### config.mk
export PLATFORM = sky130hd
export DESIGN_NAME = md_issue_ctrl_flat
export DESIGN_NICKNAME = d
export VERILOG_FILES = /design/src/rtl/md_issue_ctrl_if.sv /design/src/rtl/md_issue_ctrl.sv /design/src/flat_wrapper.sv
export SDC_FILE = /design/constraint.sdc
export NUM_CORES = 1
export LEC_CHECK = 0
export CAP_MARGIN = 5
export CORE_MARGIN = 2
export CORE_UTILIZATION = 31
export CTS_BUF_LIST = sky130_fd_sc_hd__clkbuf_8
export DETAILED_ROUTE_END_ITERATION = 10
export PLACE_DENSITY = 0.89
export SETUP_SLACK_MARGIN = 0.1
export SLEW_MARGIN = 0
export SYNTH_ARGS = -nofsm -noshare
export SYNTH_HDL_FRONTEND = slang
export SYNTH_SLANG_ARGS = --single-unit
### constraint.sdc
create_clock -name clk -period 1.4 [get_ports clk]
set_clock_uncertainty 0.05 [all_clocks]
set_input_delay 0.35 -clock clk [delete_from_list [all_inputs] [get_ports clk]]
set_output_delay 0.35 -clock clk [all_outputs]
set_load 0.03 [all_outputs]
### src/rtl/md_issue_ctrl_if.sv
// Pipeline <-> MD issue controller signal bundle.
// slave = the controller; master = the pipeline/MD-unit side that feeds it.
interface md_issue_ctrl_if #(
  parameter int CNT_W = 5
);
  logic [31:0]      instr_d;
  logic             stall_ext;
  logic             md_busy_in;
  logic             stall_md;
  logic             md_start;
  logic             md_is_mul;
  logic             md_is_div;
  logic             md_signed;
  logic             hl_we;
  logic             hl_sel_hi;
  logic             md_busy;
  logic [CNT_W-1:0] md_cnt;
  logic             sync_err;

  modport master (
    output instr_d, stall_ext, md_busy_in,
    input  stall_md, md_start, md_is_mul, md_is_div, md_signed,
           hl_we, hl_sel_hi, md_busy, md_cnt, sync_err
  );

  modport slave (
    input  instr_d, stall_ext, md_busy_in,
    output stall_md, md_start, md_is_mul, md_is_div, md_signed,
           hl_we, hl_sel_hi, md_busy, md_cnt, sync_err
  );
endinterface

### src/rtl/md_issue_ctrl.sv
// MD issue controller: D->E class register (1 cycle), strobes decoded from E, shadow latency counter.
// Backpressure: stall_md holds an MD-class op in D while an op is starting or in flight; a bubble enters E.
module md_issue_ctrl #(
  parameter int MUL_LAT = 5,
  parameter int DIV_LAT = 10,
  parameter int CNT_W   = 5
) (
  input  logic           clk,
  input  logic           reset,
  md_issue_ctrl_if.slave md
);

  typedef enum logic [3:0] {
    C_NONE, C_MULT, C_MULTU, C_DIV, C_DIVU, C_MFHI, C_MFLO, C_MTHI, C_MTLO
  } md_cls_e;

  localparam logic [CNT_W-1:0] L_MUL   = CNT_W'(MUL_LAT);
  localparam logic [CNT_W-1:0] L_DIV   = CNT_W'(DIV_LAT);
  localparam logic [CNT_W-1:0] CNT_ONE = CNT_W'(1);

  md_cls_e          r_e_cls;
  md_cls_e          w_e_nxt;
  md_cls_e          w_d_cls;
  logic [CNT_W-1:0] r_cnt;
  logic             r_sync_err;
  logic             w_d_is_md;
  logic             w_is_mul;
  logic             w_is_div;
  logic             w_start;
  logic             w_busy;
  logic             w_stall_md;
  logic             w_unused_instr;

  assign w_unused_instr = ^md.instr_d[25:6];

  always_comb begin
    w_d_cls = C_NONE;
    if (md.instr_d[31:26] == 6'd0) begin
      case (md.instr_d[5:0])
        6'h18:   w_d_cls = C_MULT;
        6'h19:   w_d_cls = C_MULTU;
        6'h1A:   w_d_cls = C_DIV;
        6'h1B:   w_d_cls = C_DIVU;
        6'h10:   w_d_cls = C_MFHI;
        6'h11:   w_d_cls = C_MTHI;
        6'h12:   w_d_cls = C_MFLO;
        6'h13:   w_d_cls = C_MTLO;
        default: w_d_cls = C_NONE;
      endcase
    end
  end

  assign w_d_is_md  = (w_d_cls != C_NONE);
  assign w_is_mul   = (r_e_cls == C_MULT) || (r_e_cls == C_MULTU);
  assign w_is_div   = (r_e_cls == C_DIV)  || (r_e_cls == C_DIVU);
  assign w_start    = w_is_mul || w_is_div;
  assign w_busy     = (r_cnt != '0);
  // HI/LO accesses must wait for the unit too, so any MD class stalls behind an op in flight.
  assign w_stall_md = w_d_is_md && (w_start || w_busy);

  always_comb begin
    w_e_nxt = C_NONE;
    if (!w_stall_md && !md.stall_ext) begin
      w_e_nxt = w_d_cls;
    end
  end

  always_ff @(posedge clk) begin
    if (reset) begin
      r_e_cls <= C_NONE;
    end else begin
      r_e_cls <= w_e_nxt;
    end
  end

  // A start always reloads, even if a stale count is somehow still running.
  always_ff @(posedge clk) begin
    if (reset) begin
      r_cnt <= '0;
    end else if (w_start) begin
      r_cnt <= w_is_mul ? L_MUL : L_DIV;
    end else if (w_busy) begin
      r_cnt <= r_cnt - CNT_ONE;
    end
  end

  always_ff @(posedge clk) begin
    if (reset) begin
      r_sync_err <= 1'b0;
    end else if (w_busy != md.md_busy_in) begin
      r_sync_err <= 1'b1;
    end
  end

  assign md.stall_md  = w_stall_md;
  assign md.md_start  = w_start;
  assign md.md_is_mul = w_is_mul;
  assign md.md_is_div = w_is_div;
  assign md.md_signed = (r_e_cls == C_MULT) || (r_e_cls == C_DIV);
  assign md.hl_we     = (r_e_cls == C_MTHI) || (r_e_cls == C_MTLO);
  assign md.hl_sel_hi = (r_e_cls == C_MTHI) || (r_e_cls == C_MFHI);
  assign md.md_busy   = w_busy;
  assign md.md_cnt    = r_cnt;
  assign md.sync_err  = r_sync_err;

endmodule
### src/flat_wrapper.sv
// flat-port wrapper written by rule: the top's interface ports become plain ports
module md_issue_ctrl_flat 
#(
  parameter int MUL_LAT = 5,
  parameter int DIV_LAT = 10,
  parameter int CNT_W   = 5
)
  (clk, reset, md_instr_d, md_stall_ext, md_md_busy_in, md_stall_md, md_md_start, md_md_is_mul, md_md_is_div, md_md_signed, md_hl_we, md_hl_sel_hi, md_md_busy, md_md_cnt, md_sync_err);
  md_issue_ctrl_if #(.CNT_W(CNT_W)) md_i ();
  input  logic clk;
  input  logic reset;
  input wire logic [$bits(md_i.instr_d)-1:0] md_instr_d;
  input wire logic [$bits(md_i.stall_ext)-1:0] md_stall_ext;
  input wire logic [$bits(md_i.md_busy_in)-1:0] md_md_busy_in;
  output wire logic [$bits(md_i.stall_md)-1:0] md_stall_md;
  output wire logic [$bits(md_i.md_start)-1:0] md_md_start;
  output wire logic [$bits(md_i.md_is_mul)-1:0] md_md_is_mul;
  output wire logic [$bits(md_i.md_is_div)-1:0] md_md_is_div;
  output wire logic [$bits(md_i.md_signed)-1:0] md_md_signed;
  output wire logic [$bits(md_i.hl_we)-1:0] md_hl_we;
  output wire logic [$bits(md_i.hl_sel_hi)-1:0] md_hl_sel_hi;
  output wire logic [$bits(md_i.md_busy)-1:0] md_md_busy;
  output wire logic [$bits(md_i.md_cnt)-1:0] md_md_cnt;
  output wire logic [$bits(md_i.sync_err)-1:0] md_sync_err;
  assign md_i.instr_d = md_instr_d;
  assign md_i.stall_ext = md_stall_ext;
  assign md_i.md_busy_in = md_md_busy_in;
  assign md_stall_md = md_i.stall_md;
  assign md_md_start = md_i.md_start;
  assign md_md_is_mul = md_i.md_is_mul;
  assign md_md_is_div = md_i.md_is_div;
  assign md_md_signed = md_i.md_signed;
  assign md_hl_we = md_i.hl_we;
  assign md_hl_sel_hi = md_i.hl_sel_hi;
  assign md_md_busy = md_i.md_busy;
  assign md_md_cnt = md_i.md_cnt;
  assign md_sync_err = md_i.sync_err;
  md_issue_ctrl #(.MUL_LAT(MUL_LAT), .DIV_LAT(DIV_LAT), .CNT_W(CNT_W)) u_core (.clk(clk), .reset(reset), .md(md_i));
endmodule
==> results of run 1 <==
cell usage in the layout (no fill, tap or decap), types with 3 or more instances in the layout:
master           instances
a21oi_1                  3
clkbuf_8                 4
nor2_1                   4
dlygate4sd2_1            6
clkdlybuf4s50_1          8
dfxtp_2                  3
nor3b_4                  3
dfxtp_4                  6
buf_6                   27
nor4_2                   3
buf_4                   26
inv_1                    3
inv_4                    3
state kept, by name, summed over array words and instances (netlist names):
| register | flops |
|---|---|
| u_core.md.md_cnt | 5 |
| u_core.md.sync_err | 1 |
| u_core.r_e_cls | 4 |
stage by stage:
step	hold WS, ns	setup slack [ns]	power (mW)
floorplan	0.457	-0.243	1.33
global placement	0.387	-0.678	1.89
detailed placement	0.406	-0.757	1.97
CTS	0.423	-0.523	2.60
global route	0.490	-0.593	3.18
finish	0.471	-0.558	3.02
final cells by class:
class | instances | share of cell area
well taps | 27 | 0.0205
inverters | 7 | 0.0235
repair buffers | 68 | 0.391
flip-flops and latches | 10 | 0.137
multi-input cells | 54 | 0.394
clock buffers | 4 | 0.0334
cells by family after synthesis:
kind of cell,count (synthesis)
and+or+nand+nor,32
muxes,1
adders and majority gates,4
DFF,10
AOI/OAI and AO/OA,12
buffers and inverters,8
xor gates and xnor gates,5
worst register-to-register path: stages (launching register included):
cell and delay (ns):
dfxtp_4 0.35, inv_4 0.06, ha_4 0.12, nor4b_4 0.22
buf_4 0.18, o31ai_4 0.08, buf_4 0.15, buf_6 0.13
nor4_4 0.25
power by group:
part	total, mW	internal (mW)	leakage [nW]	switching, mW
logic	2.17	1.15	0.606	1.02
clock network	0.378	0.248	0.0288	0.129
registers	0.479	0.389	0.0875	0.0899
total	3.02	1.78	0.722	1.24
repair_timing:
item	4_1_cts	5_1_grt
endpoints found under the hold margin	0	0
buffers inserted	8	10
gates resized for setup	43	29
pin swaps	14	14
setup endpoints to repair	21	22
routing by layer:
| metal | routed length (µm) | vias to the layer above |
|---|---|---|
| li1 | - | 411 |
| met1 | 945 | 445 |
| met2 | 1840 | 33 |
| met3 | 130 | 5 |
| met4 | 53 | 0 |
| met5 | 0 | - |
how the worst max path moves through the flow:
stage / startpoint / depth (start not counted) / endpoint
4_1_cts: u_core.md.md_cnt[0]$_SDFFE_PP0P_ / 7 / md_stall_md
5_1_grt: u_core.md.md_cnt[1]$_SDFFE_PP0P_ / 7 / md_stall_md
3_3_place_gp: md_instr_d[0] / 7 / md_stall_md
2_1_floorplan: u_core.md.md_cnt[1]$_SDFFE_PP0P_ / 5 / md_stall_md
6_report: u_core.md.md_cnt[0]$_SDFFE_PP0P_ / 7 / md_stall_md
3_5_place_dp: md_instr_d[1] / 7 / md_stall_md
==> results list, run 1 <==
* Vias per std cell: 5.26
- Once routing completed, OpenROAD measured the worst setup slack at -0.558 ns.
- X dimension of the die: 49.9 µm
* Number of enable-type register cells in the synthesized netlist: 0
* Final count of hold timing violations: 0
* Core Util, Final: 0.831
* Met2 Use GR: 0.444
* Violation count after the first detailed-route iteration: 12
- The worst hold path was traced through 2 stages.
- STA classifies the critical path startpoint as a flop.
* Most congested layer reported by global routing: met2
- Arrival time at the worst endpoint: 1.56 ns
* Gate count of the mapped netlist: 72
- Of the total synthesized cell area, the portion taken by AND, OR, NAND and NOR gates is 0.344.
* Die Y: 49.9 µm
* Compound-Gate Fraction of Synth Area: 0.144
* CTS Root Cell: clkbuf_8
- The floorplan has 16 rows.
- The worst register-to-register path ends at u_core.r_e_cls[2]$_SDFF_PP0_.
* DR pass1 iterations: 3
- For the worst flop-to-flop path, the logic depth is 8.
- The path with the worst hold slack has its endpoint at u_core.md.sync_err$_SDFFE_PP0P_.
- Power spread over the standard cell area amounts to 1830 nW/µm².
- Biggest area contributors in the synthesized netlist: dfxtp_1 (31%), ha_1 (7.7%), xnor2_1 (5.4%), nor4_1 (4.8%), nor3b_1 (4.6%)
- The largest individual stage delay along the critical path comes from the cell dfxtp_4.
- For this configuration, the core starts out at a cell density of 0.329.
- The clock passes through at most 2 buffers.
- Max Fanout on Critical Path: 2
* Hold bufs inserted after CTS: 0
* Clk Latency, worst-skew pair: 0.25 ns
- The biggest area contributor in the post-synthesis netlist is dfxtp_1.
- Sum of net half-perimeters after detailed placement: 1.67 mm
- STA puts the critical path data required time at 1.00 ns.
- Clock tree synthesis inserted a total of 3 buffers.
- The total overflow left after global routing is 0.
* Post-synthesis to final-layout area growth: 153%
- Worst vdd ir: 1.25 mV
- Pin count of the biggest net entering global routing: 9
- Pleak: 0.722 nW
- After detailed routing, the total wire length is 2.97 mm.
- In the synthesized netlist the async set-or-reset flop fraction comes to 0.
- Cell-by-cell listing of the critical path: inv_4 -> ha_4 -> nor4b_4 -> buf_4 -> o31ai_4 -> nor3b_4 -> buf_6
- Routed length per placed instance: 17.4 µm
- H-Tree Depth: 1
- Largest stage delay on the critical path: 0.35 ns
- The worst path in the final design needs a cycle of 1.96 ns, including I/O delays and setup.
* Synthesized-area fraction occupied by adder cells: 0.0768
- Synthesis produced a netlist with a net count of 112.
* Mean cell area of the mapped netlist: 9.05 µm²
- Share of cells above drive strength 1: 0.706
- The placed instances occupy a cell area of 1250 µm².
* Setup TNS: -4.41 ns
- Final Instance Area: 1650 µm²
- Setup slack on the worst reg-to-reg path comes out at -0.29 ns.
- Share of synthesized area occupied by flip-flops and latches: 0.307
- Port Buf Inserts: 29
- The run finished, with violations left.
* RSZ-0062 raised after global routing: yes
- Once layout is complete, the cells apart from fillers number 170.
- Met1 track utilization from global routing: 0.164
- Nature of the critical path endpoint: primary output
- The floorplan step defined a core boundary enclosing 1980 µm².
* Combinational family with the most area after synthesis: simple AND/OR/NAND/NOR gates
- The number of slew-limit violations in the final report came to 0.
- Among cell families on the critical path, the largest total delay comes from simple AND/OR/NAND/NOR gates.
- After synthesis the netlist holds a flip-flop and latch count of 10.
* Global-route wire length before repair: 3.77 mm
* Final net count: 184
- The critical path in this run is classified as flop to primary output.
* Worst slew pin tran: 0.292 ns
* RePlAce Congestion: 0.778
* Summed instance area of the synthesized netlist: 652 µm²
- The repair_antennas step left the layout with diodes totalling 0.
- Clock Pin Slew Worst Setup and Hold Paths: 0.05 ns
- The detail route stage leaves a number of antenna-violating nets equal to 0.
* DR vias: 894
* Number of distinct library cells after synthesis: 34
* Placed cells: 154
- Top cells by count, synth: dfxtp_1 (10), inv_1 (6), nor4_1 (5)
* Max_slew headroom: 0.804
* Most repeated cell in the gate-level netlist after synthesis: dfxtp_1
- The via count of the first global-routing pass is 901.
- For this design the top-level I/O count stands at 50.
* Antenna violations before repair: 0
- In the final layout, the multi-input gates occupy 649 µm².
- Total die area: 2490 µm²
- Final period util: 1.40
- Number of clock sinks: 10
* Number of warnings issued by yosys: 0
- The worst register-to-register path begins at u_core.md.md_cnt[0]$_SDFFE_PP0P_.
- Worst hold path type: flop to flop
- Highest clock frequency the design can meet: 511 MHz
- Number of setup violations in the final report: 17
- Area of all sequential standard cells: 226 µm²
* Total buffers and inverters traversed by the critical path: 3
- Mux share of post-synthesis cell area: 0.0154
- After filler insertion, the fill cell instance count of the layout stands at 105.
- Number of maximum-capacitance violations: 0
* CTS tree: yes
* Area share of the largest cell type after synthesis: 0.307
* Global routing met3 resource utilization: 0.0333
- DRC viols: 0
- For this run, the total global-route usage over all layers was measured as 0.206.
- Start point of the worst hold path: u_core.md.sync_err$_SDFFE_PP0P_
- Synthesized-area fraction occupied by xor and xnor cells: 0.0672
- Most used flip-flop cell after synthesis: dfxtp_1
- Failing checks: negative setup slack
Power figures use the tool's default switching activity.
==> run 2, diff against run 1 <==
- GPL_TIMING_DRIVEN: default -> 0
- REMOVE_ABC_BUFFERS: default -> 1
==> results list, run 2 (synthesized netlist as in run 1, its figures left out) <==
- DR pass1 iterations: 2
- Routed wire length: 2.27 mm
- After detailed routing, the number of remaining DRC violations is 0.
- Max Fanout on Critical Path: 2
* Total buffers and inverters traversed by the critical path: 2
- In this run, CTS created clock tree buffers numbering 3.
* Clk Latency, worst-skew pair: 0.24 ns
- After detailed routing, the number of vias per cell comes to 5.17.
* Max-slew violation total from the final report: 0
- X dimension of the die: 49.9 µm
* Nature of the critical path endpoint: primary output
* Final count of hold timing violations: 0
- Summed over all layers, the global routing overflow is 0.
- Based on the critical path, the design can be clocked at up to 521 MHz.
- The via count of the first global-routing pass is 744.
- Share of cells above drive strength 1: 0.650
- Violation count after the first detailed-route iteration: 4
* Port Buf Inserts: 29
- TritonCTS built the clock tree.
- The global routing stage identified its most utilized layer as met2.
* Final worst path period need: 1.92 ns
- Leaving out filler cells and counting taps, the final layout contains 150.
* Count of antenna diodes in the layout: 0
- Worst hold path type: flop to flop
* Met2 Use GR: 0.333
- Sum of net half-perimeters after detailed placement: 1.12 mm
- The library cell used most frequently in the layout, excluding fill and tap cells, is buf_6.
- H-Tree Depth: 1
* Rows: 16
- Failing checks: negative setup slack
- Pin placement for this block handled 50 I/O pins.
- For the pin with the worst max-slew slack, the measured transition is 0.445 ns.
- For this block, the via count after detailed routing is 776.
* Buffer depth of the longest clock path: 2
- At the worst endpoint, the arrival time is 1.52 ns.
* Met1 track utilization from global routing: 0.166
* Routed length per placed instance: 15.1 µm
- The largest single stage delay on the critical path is 0.33 ns.
- Slowest stage cell, crit path: dfxtp_2
* Placeable Area: 1980 µm²
- Path type of the worst setup path: flop to primary output
* Final period util: 1.37
- Final net count: 164
* Hold bufs inserted after CTS: 0
- Worst slack after detailed placement: -1.18 ns
* Global-route wire length before repair: 3.22 mm
* Commonest cells after routing, fill and taps aside: buf_6 (15), buf_4 (13)
- Antenna violations before repair: 0
- STA puts the critical path data required time at 1.00 ns.
* Crit path setup slack, layout: -0.519 ns
* Clock Pin Slew Worst Setup and Hold Paths: 0.06 ns
* Pin count of the biggest net entering global routing: 10
- Result of the run: finished, violations left
- In this run the tightest slew margin relative to its limit is 0.703.
* Worst vdd ir: 1.23 mV
* Pleak: 0.644 nW
- Number of clock sinks: 10
- CTS placed an instance of clkbuf_8 at the clock tree root.
* Number of maximum-capacitance violations: 0
* Final antenna-violating net count: 0
- Measured along the y axis, the die boundary spans 49.9 µm.
* Setup TNS: -3.69 ns
* Cell-by-cell listing of the critical path: inv_2 -> ha_4 -> nor4b_4 -> o31ai_4 -> nor3b_2 -> buf_4
* Total die area: 2490 µm²
* Starting Density: 0.329
- Broken down by cell family, the worst path's largest delay share belongs to simple AND/OR/NAND/NOR gates.
* Overall track demand over capacity in global routing: 0.176
- For this design the ratio of total power to cell area is 2020 nW/µm².
- Setup violations remaining at the end of the flow were counted as 15.
- Flip-flop count of the largest register after layout: 5
* RSZ-0062 raised after global routing: yes
- RePlAce Congestion: 0.807
- In this run, placement finished with an instance count of 127.
- Sort of element at the start of the critical path: flop
- Post-synthesis to final-layout area growth: 118%
- In the global route stage, met3 resource usage came out at 0.0606.
==> run 2: final cells by class <==
class                      count  area (µm²)
multi-input combinational     54         619
fill                         134         563
timing repair buffer          48         455
sequential                    10         224
clock buffer                   4        55.1
tap                           27        33.8
inverter                       7        31.3
==> run 2: path summary, 6_finish.rpt <==
| check | start | to | slack (ns) | cells past startpoint |
|---|---|---|---|---|
| max | u_core.md.md_cnt[0]$_SDFFE_PP0P_ | md_stall_md | -0.52 | 6 |
| min | u_core.md.sync_err$_SDFFE_PP0P_ | u_core.md.sync_err$_SDFFE_PP0P_ | 0.41 | 2 |
| max reg2reg | u_core.md.md_cnt[0]$_SDFFE_PP0P_ | u_core.md.md_cnt[1]$_SDFFE_PP0P_ | -0.31 | 9 |
| min reg2reg | u_core.md.sync_err$_SDFFE_PP0P_ | u_core.md.sync_err$_SDFFE_PP0P_ | 0.41 | 2 |
==> run 2: report_power, final <==
group	total, mW	internal [mW]	switching (mW)
Combinational	2.00	1.08	0.920
Sequential	0.503	0.386	0.117
Clock	0.370	0.248	0.122
==> run 2: repair_timing <==
item | in CTS | in global routing
pin swaps | 18 | 16
buffers inserted | 16 | 10
gates cloned | 0 | 0
gates resized for setup | 130 | 34
endpoints found under the setup margin | 24 | 24
==> run 2: worst min-delay path: stages (launching register included) <==
cell and delay (ns):
dfxtp_1 0.31, inv_1 0.05, a21oi_1 0.05
==> run 2: per-layer routing <==
layer | vias to the layer above | part of all wire
met4 | 0 | 0.041
met2 | 32 | 0.56
met1 | 364 | 0.35
met3 | 10 | 0.057
li1 | 370 | -
met5 | - | 0
==> run 2: through the flow <==
stage                     instance area (µm²)  hold slack (ns)   util  total power [mW]
after CTS                                1260            0.406  0.637              2.46
after floorplan                           648            0.369      -              1.23
final                                    1420            0.414  0.716              2.87
after detailed placement                  972            0.394  0.491              1.58
after global routing                     1420            0.463  0.716              3.02
after global placement                    972            0.383  0.491              1.55
